==> config.mk <==
export PLATFORM = sky130hd
export DESIGN_NAME = fft8_bfly_sequencer
export DESIGN_NICKNAME = d
export VERILOG_FILES = /design/src/rtl/fft8_pkg.sv /design/src/rtl/fft8_twiddle_rom.sv /design/src/rtl/fft8_bfly_sequencer.sv
export SDC_FILE = /design/constraint.sdc
export NUM_CORES = 2
export LEC_CHECK = 0
export BUFFER_PORTS_ARGS = -buffer_cell sky130_fd_sc_hd__buf_2
export CAP_MARGIN = 20
export CELL_PAD_IN_SITES_DETAIL_PLACEMENT = 0
export CELL_PAD_IN_SITES_GLOBAL_PLACEMENT = 1
export CORE_MARGIN = 2
export CORE_UTILIZATION = 33
export CTS_CLUSTER_SIZE = 40
export DETAILED_ROUTE_END_ITERATION = 8
export PLACE_DENSITY_LB_ADDON = 0.15
export SLEW_MARGIN = 10
export SYNTH_ARGS = -nofsm -noshare
export SYNTH_HDL_FRONTEND = slang
export SYNTH_HIERARCHICAL = 1
export SYNTH_SLANG_ARGS = --single-unit
==> constraint.sdc <==
create_clock -name i_clk -period 4 [get_ports i_clk]
set_input_delay 0.8 -clock i_clk [delete_from_list [all_inputs] [get_ports i_clk]]
set_output_delay 0.8 -clock i_clk [all_outputs]
set_load 0.01 [all_outputs]
==> src/rtl/fft8_pkg.sv <==
// Shared types, constants and helpers for the 8-point FP32 radix-2 DIT butterfly sequencer.
// FFT8_IFFT_EN adds the 1/8 output scaling helper used by the inverse transform.
package fft8_pkg;

  localparam int unsigned DATA_W   = 32;
  localparam int unsigned N_POINT  = 8;
  localparam int unsigned LOG2N    = 3;
  localparam int unsigned NUM_BFLY = 12;
  localparam int unsigned CNT_W    = 4;

  // W8^t = exp(-j*2*pi*t/8) as FP32 bit patterns
  localparam logic [DATA_W-1:0] TW0_RE = 32'h3F80_0000;
  localparam logic [DATA_W-1:0] TW0_IM = 32'h0000_0000;
  localparam logic [DATA_W-1:0] TW1_RE = 32'h3F35_04F3;
  localparam logic [DATA_W-1:0] TW1_IM = 32'hBF35_04F3;
  localparam logic [DATA_W-1:0] TW2_RE = 32'h0000_0000;
  localparam logic [DATA_W-1:0] TW2_IM = 32'hBF80_0000;
  localparam logic [DATA_W-1:0] TW3_RE = 32'hBF35_04F3;
  localparam logic [DATA_W-1:0] TW3_IM = 32'hBF35_04F3;

  typedef enum logic [1:0] {
    LOAD    = 2'd0,
    COMPUTE = 2'd1,
    UNLOAD  = 2'd2
  } state_e;

  typedef struct packed {
    logic [DATA_W-1:0] re;
    logic [DATA_W-1:0] im;
  } cplx_t;

  function automatic logic [LOG2N-1:0] bitrev3(input logic [LOG2N-1:0] i);
    return {i[0], i[1], i[2]};
  endfunction

`ifdef FFT8_IFFT_EN
  // Divide by 8 through the exponent field; underflow flushes to signed zero.
  function automatic logic [DATA_W-1:0] fp_div8(input logic [DATA_W-1:0] x);
    if (x[30:23] == 8'hFF) return x;
    if (x[30:23] <= 8'd3) return {x[31], 31'd0};
    return {x[31], x[30:23] - 8'd3, x[22:0]};
  endfunction
`endif

endpackage

==> src/rtl/fft8_twiddle_rom.sv <==
// Twiddle lookup W8^idx; with FFT8_IFFT_EN a conjugate flag flips the imaginary sign.
module fft8_twiddle_rom
  import fft8_pkg::*;
(
  input  logic [1:0] idx,
`ifdef FFT8_IFFT_EN
  input  logic       conj,
`endif
  output cplx_t      w
);

  cplx_t base;

  always_comb begin
    base = '{re: TW0_RE, im: TW0_IM};
    case (idx)
      2'd0:    base = '{re: TW0_RE, im: TW0_IM};
      2'd1:    base = '{re: TW1_RE, im: TW1_IM};
      2'd2:    base = '{re: TW2_RE, im: TW2_IM};
      default: base = '{re: TW3_RE, im: TW3_IM};
    endcase
  end

`ifdef FFT8_IFFT_EN
  assign w = '{re: base.re, im: {base.im[DATA_W-1] ^ conj, base.im[DATA_W-2:0]}};
`else
  assign w = base;
`endif

endmodule

==> src/rtl/fft8_bfly_sequencer.sv <==
// 8-point FP32 DIT FFT sequencer: bit-reversed load, 12 in-place butterflies on an external
// combinational unit, natural-order unload. FFT8_IFFT_EN adds i_inverse (conjugate twiddles, 1/8 scale).
module fft8_bfly_sequencer
  import fft8_pkg::*;
(
  input  logic              i_clk,
  input  logic              i_rst_n,
`ifdef FFT8_IFFT_EN
  input  logic              i_inverse,
`endif
  input  logic              i_valid,
  output logic              o_ready,
  input  logic [DATA_W-1:0] i_data_re,
  input  logic [DATA_W-1:0] i_data_im,
  output logic              o_valid,
  input  logic              i_ready,
  output logic [DATA_W-1:0] o_data_re,
  output logic [DATA_W-1:0] o_data_im,
  output logic              o_last,
  output logic              o_busy,
  output logic              o_bf_valid,
  output logic [DATA_W-1:0] o_bf_data_0_re,
  output logic [DATA_W-1:0] o_bf_data_0_im,
  output logic [DATA_W-1:0] o_bf_data_1_re,
  output logic [DATA_W-1:0] o_bf_data_1_im,
  output logic [DATA_W-1:0] o_bf_twiddle_re,
  output logic [DATA_W-1:0] o_bf_twiddle_im,
  input  logic [DATA_W-1:0] i_bf_data_0_re,
  input  logic [DATA_W-1:0] i_bf_data_0_im,
  input  logic [DATA_W-1:0] i_bf_data_1_re,
  input  logic [DATA_W-1:0] i_bf_data_1_im
);

  state_e           state, state_nxt;
  logic [CNT_W-1:0] cnt, cnt_nxt;
  cplx_t            mem [N_POINT];
  logic [LOG2N-1:0] idx0, idx1;
  logic [1:0]       tw_idx;
  cplx_t            tw;
  cplx_t            out_word;
  logic             in_compute;
  logic             in_unload;
  logic             conj;

  assign in_compute = (state == COMPUTE);
  assign in_unload  = (state == UNLOAD);

`ifdef FFT8_IFFT_EN
  logic inv_q;

  // Direction is latched with the first sample and held for the whole frame.
  always_ff @(posedge i_clk or negedge i_rst_n) begin
    if (!i_rst_n) begin
      inv_q <= 1'b0;
    end else if (state == LOAD && i_valid && cnt == '0) begin
      inv_q <= i_inverse;
    end
  end

  assign conj = inv_q;
`else
  assign conj = 1'b0;
`endif

  always_ff @(posedge i_clk or negedge i_rst_n) begin
    if (!i_rst_n) begin
      state <= LOAD;
      cnt   <= '0;
    end else begin
      state <= state_nxt;
      cnt   <= cnt_nxt;
    end
  end

  always_comb begin
    state_nxt = state;
    cnt_nxt   = cnt;
    case (state)
      LOAD: begin
        if (i_valid) begin
          if (cnt == CNT_W'(N_POINT - 1)) begin
            cnt_nxt   = '0;
            state_nxt = COMPUTE;
          end else begin
            cnt_nxt = cnt + CNT_W'(1);
          end
        end
      end
      COMPUTE: begin
        if (cnt == CNT_W'(NUM_BFLY - 1)) begin
          cnt_nxt   = '0;
          state_nxt = UNLOAD;
        end else begin
          cnt_nxt = cnt + CNT_W'(1);
        end
      end
      UNLOAD: begin
        if (i_ready) begin
          if (cnt == CNT_W'(N_POINT - 1)) begin
            cnt_nxt   = '0;
            state_nxt = LOAD;
          end else begin
            cnt_nxt = cnt + CNT_W'(1);
          end
        end
      end
      default: begin
        cnt_nxt   = '0;
        state_nxt = LOAD;
      end
    endcase
  end

  // Butterfly addressing: cnt[3:2] is the stage, cnt[1:0] the butterfly within it.
  always_comb begin
    idx0   = '0;
    idx1   = '0;
    tw_idx = '0;
    case (cnt[3:2])
      2'd0: begin
        idx0 = {cnt[1:0], 1'b0};
        idx1 = {cnt[1:0], 1'b1};
      end
      2'd1: begin
        idx0   = {cnt[1], 1'b0, cnt[0]};
        idx1   = {cnt[1], 1'b1, cnt[0]};
        tw_idx = {cnt[0], 1'b0};
      end
      default: begin
        idx0   = {1'b0, cnt[1:0]};
        idx1   = {1'b1, cnt[1:0]};
        tw_idx = cnt[1:0];
      end
    endcase
  end

  fft8_twiddle_rom u_twiddle_rom (
    .idx  (tw_idx),
`ifdef FFT8_IFFT_EN
    .conj (conj),
`endif
    .w    (tw)
  );

  always_ff @(posedge i_clk or negedge i_rst_n) begin
    if (!i_rst_n) begin
      mem <= '{default: '0};
    end else if (state == LOAD && i_valid) begin
      mem[bitrev3(cnt[LOG2N-1:0])] <= '{re: i_data_re, im: i_data_im};
    end else if (in_compute) begin
      mem[idx0] <= '{re: i_bf_data_0_re, im: i_bf_data_0_im};
      mem[idx1] <= '{re: i_bf_data_1_re, im: i_bf_data_1_im};
    end
  end

  assign out_word = mem[cnt[LOG2N-1:0]];

  assign o_ready    = (state == LOAD);
  assign o_valid    = in_unload;
  assign o_busy     = in_compute || in_unload;
  assign o_last     = in_unload && (cnt == CNT_W'(N_POINT - 1));
  assign o_bf_valid = in_compute;

`ifdef FFT8_IFFT_EN
  assign o_data_re = !in_unload ? '0 : (conj ? fp_div8(out_word.re) : out_word.re);
  assign o_data_im = !in_unload ? '0 : (conj ? fp_div8(out_word.im) : out_word.im);
`else
  assign o_data_re = in_unload ? out_word.re : '0;
  assign o_data_im = in_unload ? out_word.im : '0;
`endif

  assign o_bf_data_0_re  = in_compute ? mem[idx0].re : '0;
  assign o_bf_data_0_im  = in_compute ? mem[idx0].im : '0;
  assign o_bf_data_1_re  = in_compute ? mem[idx1].re : '0;
  assign o_bf_data_1_im  = in_compute ? mem[idx1].im : '0;
  assign o_bf_twiddle_re = in_compute ? tw.re : '0;
  assign o_bf_twiddle_im = in_compute ? tw.im : '0;

endmodule

# Word-level counts from Yosys, hierarchy flattened

Index checks and enable logic that the tools add are counted.

Magnitude comparators: 7
Multiply operators: 0
Bitwise logic cells: 4
Add/subtract/negate cells: 1
Eq/ne operators: 12
Shifts and indexed selects: 0
Reductions and logical operators: 12
Mux-type cells: 43
Div/mod/pow operators: 0

Operators with widths:

| operator                                                   | count |
|---|---|
| bitwise mux 512 bit                                        | 3 |
| two-way mux 512 bit                                        | 2 |
| binary-select mux 64 bit (select 3 bit)                    | 3 |
| demux 64 bit (select 3 bit)                                | 3 |
| two-way mux 64 bit                                         | 9 |
| two-way mux 32 bit                                         | 8 |
| one-hot mux 64 bit (3 select lines)                        | 1 |
| greater-or-equal comparator 4 bit, second input constant   | 4 |
| two-way mux 4 bit                                          | 4 |
| NOT 3 -> 4 bit                                             | 4 |
| less-than comparator 4 x 1 -> 1 bit, second input constant | 3 |
| one-hot mux 3 bit (2 select lines)                         | 2 |
| one-hot mux 4 bit (3 select lines)                         | 1 |
| two-way mux 2 bit                                          | 5 |
| == test 2 x 1 -> 1 bit, second input constant              | 3 |
| zero test 2 bit                                            | 3 |
| inequality test 2 x 1 -> 1 bit, second input constant      | 3 |
| one-hot mux 2 bit (3 select lines)                         | 1 |
| logical AND 1 bit                                          | 5 |
| AND reduction 5 bit                                        | 1 |
| adder 4 x 1 -> 4 bit, second input constant                | 1 |
| == test 2 bit, second input constant                       | 2 |
| == test 4 x 3 -> 1 bit, second input constant              | 1 |
| == test 4 bit, second input constant                       | 1 |
| 5 further kinds                                            | 6 |

Output and inout bits: 261
Bits of input ports: 196
Flip-flop bits (word level): 518
Latch bits: 0
Memory bits (read-only): 0
Memories: 0
Word-level logic and storage cells: 97
RAM bits: 0

# Depth between registers and ports, before layout

Word-level depth: 11
Depth in mapped cells: 10

# Hierarchy

The synthesis kept the hierarchy.

By module, submodules not included:

| module              | area an instance (um^2) | cells an instance | times used |
|---|---|---|---|
| fft8_bfly_sequencer | 36696.4                 | 4060              | 1 |
| fft8_twiddle_rom    | 473.0                   | 65                | 1 |

# Worst setup path before layout

Ideal clock, no wire load.

Kind: register -> output
Start point: reg state[1]
End point: out o_bf_data_1_im[24]
Arrival: 1967 ps
Path slack: 1233 ps
Cell stages (with the launch flop): 8
Path through: dfrtp_1 > inv_1 > ha_1 > buf_2 > clkbuf_1 > clkbuf_1 > o221ai_1 > nor4_1

Word-level cells in the longest chain between the ends: 2

RTL lines:

| what                   | RTL line                   | RTL |
|---|---|---|
| start, declared        | fft8_bfly_sequencer.sv:34  | `state_e state, state_nxt;` |
| start signal, assigned | fft8_bfly_sequencer.sv:70  | `state <= state_nxt;` |
| == test 2 x 1 -> 1 bit | fft8_bfly_sequencer.sv:45  | `assign in_compute = (state == COMPUTE);` |
| named net o_bf_valid   | fft8_bfly_sequencer.sv:21  | `output logic o_bf_valid,` |
| two-way mux 32 bit     | fft8_bfly_sequencer.sv:175 | `assign o_bf_data_1_im = in_compute ? mem[idx1].im : '0;` |
| end, declared          | fft8_bfly_sequencer.sv:25  | `output logic [DATA_W-1:0] o_bf_data_1_im,` |

The timed path passes the listed nets, and every way through them passes these cells.

# Final worst setup path

Start point: reg cnt[0]
End point: out o_bf_data_0_im[30]

Word-level cells in the longest chain between the ends: 6

RTL lines:

| what                                                   | RTL line                   | RTL |
|---|---|---|
| start, declared                                        | fft8_bfly_sequencer.sv:35  | `logic [CNT_W-1:0] cnt, cnt_nxt;` |
| start signal, assigned                                 | fft8_bfly_sequencer.sv:71  | `cnt <= cnt_nxt;` |
| one-hot mux 3 bit (2 select lines)                     | fft8_bfly_sequencer.sv:119 | `case (cnt[3:2])` |
| NOT 3 -> 4 bit (implied by the code)                   | fft8_bfly_sequencer.sv:173 | `assign o_bf_data_0_im = in_compute ? mem[idx0].im : '0;` |
| binary-select mux 64 bit (select 3 bit)                | fft8_bfly_sequencer.sv:173 |  |
| two-way mux 64 bit (implied by the code) (2 in series) | fft8_bfly_sequencer.sv:173 |  |
| two-way mux 32 bit                                     | fft8_bfly_sequencer.sv:173 |  |
| end, declared                                          | fft8_bfly_sequencer.sv:23  | `output logic [DATA_W-1:0] o_bf_data_0_im,` |

Every way passes these cells. The select of a mux whose other input is x is not followed.

==> qor.yml <==
detailed_routing:
  avgViaCountPerCell: 6.56
  ant_nets: 0
  drt_wl_total_mm: 197
  wl_per_cell_um: 33.6
  via_count: 38400
  drc: 0
  first_pass_iters: 6
  drt-initial-drc-count: 4685
setup_path:
  cpPeakStageDelay_ns: 0.54
  slowest_stage: "dfrtp_4"
  critPathCaptureType: "output pin"
  path_max_fanout: 12
  cp_top_family: "compound AO/OA/AOI/OAI gates"
  arrival_ns: 3.19
  cp.required_ns: 3.20
  critPathBufInv: 3
  path_cells: "and2b_4 > a22oi_2 > buf_4 > bufbuf_16 > o221ai_1 > a311oi_1 > buf_2"
  critPathKind: "flop to output pin"
  startpoint_type: "flop"
place:
  io_buffers: 430
  dp_hpwl_mm: 115
  gp_congestion: 0.843
  place_area_mm2: 0.0406
power:
  powerDensity_mw_per_mm2: 827
  swShare: 0.470
  p_leak_uw: 0.0187
  combPwrFrac: 0.536
  p_int_uw: 19000
  ir_drop_v: 0.000617
  clock_power_share: 0.182
  p_sw_uw: 16800
  p_seq_frac: 0.282
finish:
  final_common_cell: "nand2_1"
  layout_common_cells: "911 x nand2_1, 514 x dfrtp_1, 429 x buf_2"
  nets: 4510
  area_delta_synth_final_pct: 16.6
  design_area_mm2: 0.0434
  layout-drive-gt1-share: 0.242
floorplan:
  io_pins: 457
  die_h_um: 340
  die_x_um: 340
  core_area_mm2: 0.112
  num_rows: 123
  dieArea_mm2: 0.115
  start_util: 0.332
synthesis:
  synth_edf_count: 0
  synth-seq-cells: 518
  syn_area_per_cell_um2: 9.01
  yosysSeqAreaShare: 0.349
  synth_cell_types: 62
  syn_area_mm2: 0.0372
  syn_inst: 4125
  ys.flop_type: "dfrtp_1"
  ys_warn_count: 6
  async_flop_share: 1.00
timing:
  fmax_mhz: 250
  fin_setup_tns_ns: 0
  fin_crit_ns: 3.99
  hold_violations: 0
  finalSetupViolations: 0
  finClkSkew_ns: 0.0355
  finalCritPeriodShare: 0.998
  worst_pin_slew_ns: 1.08
  slew_viol_final: 0
  relSlewSlack: 0.279
clock_network:
  clk_pin_slew_ns: 0.06
  cts_tree: "built"
  cts_buffers: 72
  holdBufCountCts: 0
  cts-root-buf: "clkbuf_16"
  clock-sinks: 518
  ctsHtreeMaxLevel: 3
  insertion_delay_ns: 0.68
  cts_buffer_depth: 3
global_routing:
  grt_usage: 0.331
  grt_antenna_before_repair: 12
  grt_max_degree: 129
  grt_pass1_wl_mm: 282
  grt_pass1_vias: 37400
  overflow: 0
outcome:
  status: "complete, no violations"
run:
  max_cap_viol_count: 0
hold_path:
  hp-class: "input pin to async pin"
per-stage QoR:
stage	util	total power [µW]	hold slack (ns)	cells	worst slack (ns)
3_5_place_dp	0.363	28600	0.490	5704	0.392
6_report	0.387	35800	0.159	5860	0.00692
2_1_floorplan	-	21100	0.463	4150	1.23
3_3_place_gp	0.363	28500	0.482	5704	0.395
4_1_cts	0.386	35500	0.217	5841	-0.00457
5_1_grt	0.387	37500	0.212	5859	-0.00943
worst reg2reg max path, delay by kind of cell (launching register included):
family | cells | cell delay, ns
fa+ha+maj | 1 | 0.48
buf+inv | 3 | 1.53
simple gates | 2 | 0.54
compound gates | 1 | 0.10
mux | 1 | 0.16
flops | 1 | 0.41
per-layer routing:
metal	GRT usage	share of wire	vias to the layer above
met2	0.519	0.45	2447
met4	0.125	0.040	10
met3	0.0617	0.090	459
met5	0	0.00029	-
met1	0.452	0.41	19500
li1	-	-	16000
registers in the layout (all words and copies together), names as in the netlist:
register / flops
mem: 512
cnt: 4
state: 2
worst paths after layout:
path                                    start  slack [ns]                  to  depth (start not counted)
min                                   i_rst_n        0.16            mem[455]                          1
max                                    cnt[0]       0.007  o_bf_data_0_im[30]                          7
max in group asynchronous             i_rst_n        2.67             mem[51]                          3
max reg2reg                          state[1]        0.72            mem[341]                          8
min reg2reg                           mem[34]        0.50             mem[34]                          2
min in group i_clk         i_bf_data_1_im[17]        0.36             mem[17]                          3
layout make-up:
cell class / instances / area (µm²)
multi-input cells: 3063 / 21600
fillers: 11500 / 68700
flip-flops and latches: 518 / 13000
well taps: 1500 / 1880
repair buffers: 638 / 4560
clock inverters: 24 / 240
inverters: 9 / 38.8
clock buffers: 103 / 2050
diodes: 5 / 12.5
kinds of logic after synthesis:
| family | Yosys count | share of synthesized area |
|---|---|---|
| and+or+nand+nor | 1516 | 0.178 |
| xor gates and xnor gates | 1 | 0.000236 |
| adders and majority gates | 12 | 0.00404 |
| muxes | 395 | 0.158 |
| buffers and inverters | 570 | 0.0842 |
| other | 1 | 0.000101 |
| DFF | 518 | 0.349 |
| AOI/OAI and AO/OA | 1112 | 0.227 |
power by group through the flow:
stage	Clock [µW]	Sequential (µW)	Combinational, µW
floorplan	0	9090	12000
global placement	0	10100	18400
detailed placement	0	10100	18500
CTS	6580	10100	18800
global route	6770	10400	20300
finish	6510	10100	19200
Yosys cell counts, drive strengths merged (51+ instances only):
master  number  area, µm²
nand2      917       3450
buf        362       2350
o22ai      193       1210
o221ai     360       3150
nor3       133        676
nor4       119        744
clkbuf     199        748
mux4       128       2880
nand3       51        255
dfrtp      518      13000
o22a       100        876
mux2       257       2890
and2        67        420
a22oi      130        995
a31oi      130        828
a21oi       97        497
nor2       170        646
what timing repair did:
item                       CTS  global route
buffers inserted             7            14
setup endpoints to repair   38            31
resized for setup           25             3
hold endpoints to repair     0             0
pin swaps                    3             1
gates cloned                 3             0
(Power assumes the default switching activity.)
